===== src/rtl/handshake_pkg.sv =====
// Shared definitions for the valid-path register slice.
//   DEFAULT_DATA_W : default payload width
//   clog2_plus1(n) : bits needed to hold the values 0..n (occupancy width)
package handshake_pkg;

  localparam int DEFAULT_DATA_W = 32;

  // Smallest w >= 1 with 2**w > n, so a counter of width w reaches n.
  function automatic int clog2_plus1(input int n);
    int w;
    w = 1;
    while ((1 << w) <= n) w++;
    return w;
  endfunction

endpackage


===== src/rtl/handshake_pipe_valid_stage.sv =====
// One forward register stage of the valid-path slice.
//   in_valid/in_data   : beat offered from upstream
//   in_ready           : this stage can take a beat (empty, or downstream ready)
//   out_valid/out_data : registered beat held by this stage
//   out_ready          : downstream accepts this stage's beat
module handshake_pipe_valid_stage
  import handshake_pkg::*;
#(
  parameter int DATA_W = DEFAULT_DATA_W
) (
  input  logic              clk,
  input  logic              rst,
  input  logic              in_valid,
  input  logic [DATA_W-1:0] in_data,
  output logic              in_ready,
  output logic              out_valid,
  output logic [DATA_W-1:0] out_data,
  input  logic              out_ready
);

  logic              v_q, v_d;
  logic [DATA_W-1:0] d_q, d_d;

  // An empty stage accepts regardless of downstream (bubble collapse).
  // Data is only loaded with a real beat so the port holds its last value.
  always_comb begin
    in_ready = ~v_q | out_ready;
    v_d      = v_q;
    d_d      = d_q;
    if (in_ready) begin
      v_d = in_valid;
      if (in_valid) d_d = in_data;
    end
  end

  always_ff @(posedge clk or posedge rst) begin
    if (rst) begin
      v_q <= 1'b0;
      d_q <= '0;
    end else begin
      v_q <= v_d;
      d_q <= d_d;
    end
  end

  assign out_valid = v_q;
  assign out_data  = d_q;

endmodule


===== src/rtl/handshake_pipe_valid_patting.sv =====
// Forward-path (valid/data) register slice: STAGES stages in a chain, so
// slave_valid/slave_data come straight from flops; ready ripples back
// combinationally and collapses bubbles to keep full throughput.
//   clk, rst                 : clock, async active-high reset
//   master_valid/data/ready  : upstream handshake
//   slave_valid/data/ready   : downstream handshake
//   occupancy                : number of stages holding a beat (registered)
module handshake_pipe_valid_patting
  import handshake_pkg::*;
#(
  parameter int DATA_W = DEFAULT_DATA_W,
  parameter int STAGES = 2
) (
  input  logic                             clk,
  input  logic                             rst,
  input  logic                             master_valid,
  input  logic [DATA_W-1:0]                master_data,
  output logic                             master_ready,
  output logic                             slave_valid,
  output logic [DATA_W-1:0]                slave_data,
  input  logic                             slave_ready,
  output logic [clog2_plus1(STAGES)-1:0]   occupancy
);

  localparam int OCC_W = clog2_plus1(STAGES);

  // Index 0 is the master side, index STAGES the slave side.
  logic [STAGES:0]             vld_pipe;
  logic [STAGES:0][DATA_W-1:0] data_pipe;

  assign vld_pipe[0]  = master_valid;
  assign data_pipe[0] = master_data;

  // Ready is kept as a per-block signal rather than one vector so the
  // combinational ripple is not seen as a self-loop on a single variable.
  for (genvar g = 0; g < STAGES; g++) begin : g_stage
    logic rdy;
    logic nxt_rdy;

    if (g == STAGES - 1) begin : g_last
      assign nxt_rdy = slave_ready;
    end else begin : g_mid
      assign nxt_rdy = g_stage[g+1].rdy;
    end

    handshake_pipe_valid_stage #(
      .DATA_W (DATA_W)
    ) u_stage (
      .clk       (clk),
      .rst       (rst),
      .in_valid  (vld_pipe[g]),
      .in_data   (data_pipe[g]),
      .in_ready  (rdy),
      .out_valid (vld_pipe[g+1]),
      .out_data  (data_pipe[g+1]),
      .out_ready (nxt_rdy)
    );
  end

  // Depends only on slave_ready and the stage valid flops.
  assign master_ready = g_stage[0].rdy;
  assign slave_valid  = vld_pipe[STAGES];
  assign slave_data   = data_pipe[STAGES];

  // Occupancy tracks popcount of stage valids via transfer events.
  logic             in_xfer, out_xfer;
  logic [OCC_W-1:0] occ_q, occ_d;

  assign in_xfer  = master_valid & master_ready;
  assign out_xfer = slave_valid & slave_ready;

  always_comb begin
    occ_d = occ_q;
    if (in_xfer && !out_xfer)      occ_d = occ_q + OCC_W'(1);
    else if (!in_xfer && out_xfer) occ_d = occ_q - OCC_W'(1);
  end

  always_ff @(posedge clk or posedge rst) begin
    if (rst) occ_q <= '0;
    else     occ_q <= occ_d;
  end

  assign occupancy = occ_q;

endmodule

===== config.mk =====
export PLATFORM = sky130hd
export DESIGN_NAME = handshake_pipe_valid_patting
export DESIGN_NICKNAME = d
export VERILOG_FILES = /design/src/rtl/handshake_pkg.sv /design/src/rtl/handshake_pipe_valid_stage.sv /design/src/rtl/handshake_pipe_valid_patting.sv
export SDC_FILE = /design/constraint.sdc
export NUM_CORES = 1
export LEC_CHECK = 0
export CORE_MARGIN = 1
export CORE_UTILIZATION = 30
export CTS_BUF_LIST = sky130_fd_sc_hd__clkbuf_16
export DETAILED_ROUTE_END_ITERATION = 8
export GPL_TIMING_DRIVEN = 0
export REMOVE_ABC_BUFFERS = 1
export SYNTH_ARGS = -nofsm -noshare
export SYNTH_HDL_FRONTEND = slang
export SYNTH_HIERARCHICAL = 1
export SYNTH_SLANG_ARGS = --single-unit

===== constraint.sdc =====
create_clock -name clk -period 2 [get_ports clk]
set_clock_uncertainty 0.15 [all_clocks]
set_input_delay 0.2 -clock clk [delete_from_list [all_inputs] [get_ports clk]]
set_output_delay 0.2 -clock clk [all_outputs]
set_load 0.03 [all_outputs]

==> metrics.md <==
| Metric | Value |
|---|---|
| CP max-delay cell | nand2_4 |
| First-pass GRT wire length | 8400 um |
| Ys flop type | dfrtp_1 |
| Yosys warns | 6 |
| Mapped cell area | a little under 3000 um2 |
| Layout cells sized above 1 | 0.356 |
| Crit path top cell by count | nand2b_4 |
| Net switching power figure | about 1400 uW |
| Clock root cell | clkbuf_16 |
| CP max stage delay | between 400 and 500 ps |
| Cell-internal power | ~3400 uW |
| Final setup viols | 0 |
| Area fraction of the dominant cell type after synthesis | 0.587 |
| Die area | 10,100 um2 |
| Register area share after synthesis | 0.587 |
| Clock group share of total power | 0.312 |
| Initial antenna violation count | 0 |
| Grt total ovfl | 0 |
| Final hold viol count | 0 |
| Top cells by area, synth | dfrtp_1 (59%), mux2_4 (31%), buf_12 (4.1%), mux2_2 (1.6%), nand2b_4 (0.95%) |
| Library cells used by synthesis | 14 |
| Gp weighted congestion | between 0.5 and 0.6 |
| Final Max Slew Viols | 0 |
| Max_cap viols | 0 |
| GR Util All Layers | 0.110 |
| Drt first pass iters | 2 |
| Hold Path Class | reg -> reg |
| Total core area | roughly 9300 um2 |
| DRC | 0 |
| Largest net degree at the start of global routing | 34 |
| Fmax | about 550 MHz |
| Slew margin rel. | 0.505 |
| Leakage | ~0.0018 uW |
| Max FO, Critical Path | 32 |
| Wire per inst | approximately 14 um |
| Worst EP arrival | around 1900 ps |
| Setup Fix Bufs, Post-CTS | 0 |
| Port bufs | 71 |
| Leading cell types in the layout, fill and taps excluded | clkdlybuf4s50_1 (70), dfrtp_1 (68), mux2_4 (60), clkbuf_16 (9), mux2_2 (4) |
| Via count | between 1,000 and 1,500 |
| Aggregate negative setup slack | 0 ps |
| Num rows | 35 |
| Worst Setup End Kind | register |
| RSZ-0062 raised after global routing | no |
| I/O pin count | approximately 70 |
| Avg Cell Area, Syn | approximately 19 um2 |
| H-Tree Level Count | 3 |
| Post-route ant nets | 0 |
| CTS tree | yes |
| Slew @ Worst Pin | 742 ps |
| Clock latency on the worst-skew pair | between 300 and 400 ps |
| Finished Core Util | 0.425 |
| Synth Register Bits | 68 |
| Routed WL | between 5000 and 6000 um |
| Hold path startpoint | occupancy[1] |
| Hold WS | ~320 ps |
| Worst Setup Start Kind | register |
| Post-synthesis cell count | roughly 150 |
| Vias in the first global route | between 1,500 and 2,000 |
| Fillers | around 900 |
| Comb power frac | 0.303 |
| Crit Path Class | reg -> reg |
| CTS buffer count | 9 |
| Pre-CTS setup slack | -140 ps |
| Area grow syn2layout | 36.1% |
| EDFF count, synth | 0 |
| Die Y | between 100 and 150 um |
| Status | complete, no violations |
| Sink Count | 68 |
| Vias per std cell | 4.08 |
| Tmin final | 1810 ps |
| Final worst path period share | 0.906 |
| Critical-path cell list | nand2b_4 > nand2b_4 > nand2_4 > mux2_2 |
| Starting Density | 0.312 |
| Synth area leader | dfrtp_1 |
| WP data required | 2050 ps |
| Commonest non-fill, non-tap cell in the layout | clkdlybuf4s50_1 |
| PwrDens | around 1200 nW/um2 |
| CTS Buffer Depth | 2 |
| FFs w/ async S/R, synth | 1.00 |
| Worst flop-to-flop path startpoint | g_stage[1].u_stage/out_valid |
| Die width | approximately 100 um |
| Setup slack after layout | between 150 and 200 ps |
| Peak VDD IR | 0.394 mV |
| Sw Share | 0.290 |
| Reg power frac | 0.385 |
| Ant. Diodes | 0 |
| DP Wirelength | 3180 um |
| Fin nets | 268 |
| Overall Power | 4800 uW |
| Reg clk slew, reported paths | 50 ps |
| Initial drt markers | 21 |
| Critical path origin | g_stage[1].u_stage/out_valid |
-- what timing repair did --
action / in CTS / in global routing
endpoints found under the setup margin: 1 / 0
hold buffers: 1 / 0
gates resized for setup: 1 / 0
endpoints found under the hold margin: 2 / 0
-- through the flow --
step	instances	area, um2
after detailed placement	348	3650
after CTS	365	3940
final	365	3940
after global placement	348	3650
after floorplan	148	2780
after global routing	365	3940
-- registers in the layout, summed over array words and instances (netlist names) --
| register | flops |
|---|---|
| g_stage.u_stage/out_data | 64 |
| g_stage.u_stage/out_valid | 2 |
| occupancy | 2 |
-- final cells by class --
cell class / instances / area (um2) / area share
clock buffers: 9 / 225 / 0.0571
repair buffers: 72 / 719 / 0.182
multi-input cells: 77 / 1060 / 0.270
well taps: 129 / 161 / 0.0409
flip-flops and latches: 68 / 1700 / 0.432
clock inverters: 7 / 60.1 / 0.0152
inverters: 3 / 11.3 / 0.00286
-- per-layer routing --
| layer | vias to the layer above | wire length (um) | global-route usage |
|---|---|---|---|
| met1 | 753 | 2450 | 0.143 |
| met2 | 45 | 2240 | 0.168 |
| met4 | 0 | 99 | 0.0569 |
| li1 | 682 | - | - |
| met5 | - | 0 | 0 |
| met3 | 10 | 259 | 0.0299 |
-- Yosys cell counts (2+ instances only) --
master and number:
nand2b_4 2, nand2_4 2, dfrtp_1 68, mux2_2 4
inv_1 3, xor2_1 2, buf_12 6, or2b_1 2
mux2_4 60
-- critical path: cells and delay by family (launching register included) --
kind             cells  cell delay, ps
DFF                  1             410
muxes                1             400
and+or+nand+nor      3             720
-- final timing paths --
path / end / slack, ps / cells past startpoint
max: g_stage[0].u_stage/out_data[10] / 190 / 4
min: occupancy[1] / 320 / 1
max reg2reg: g_stage[0].u_stage/out_data[10] / 190 / 4
min reg2reg: occupancy[1] / 320 / 1
max in group asynchronous: g_stage[0].u_stage/out_data[11] / 410 / 3
min in group asynchronous: occupancy[1] / 530 / 3
-- cells by family after synthesis --
family        after synthesis  synth area share
fa+ha+maj                   1           0.00432
xor+xnor                    3           0.00907
buf+inv                     9            0.0454
flops                      68             0.587
mux                        64             0.327
simple gates                9            0.0272
-- power by group through the flow --
stage / logic, uW / clock network (uW) / registers (uW)
final: 1450 / 1500 / 1850
after global routing: 1530 / 1620 / 1890
after CTS: 1470 / 1550 / 1850
after detailed placement: 1470 / 0 / 1870
after global placement: 1460 / 0 / 1860
after floorplan: 535 / 0 / 2230
Power figures use the tool's default switching activity.
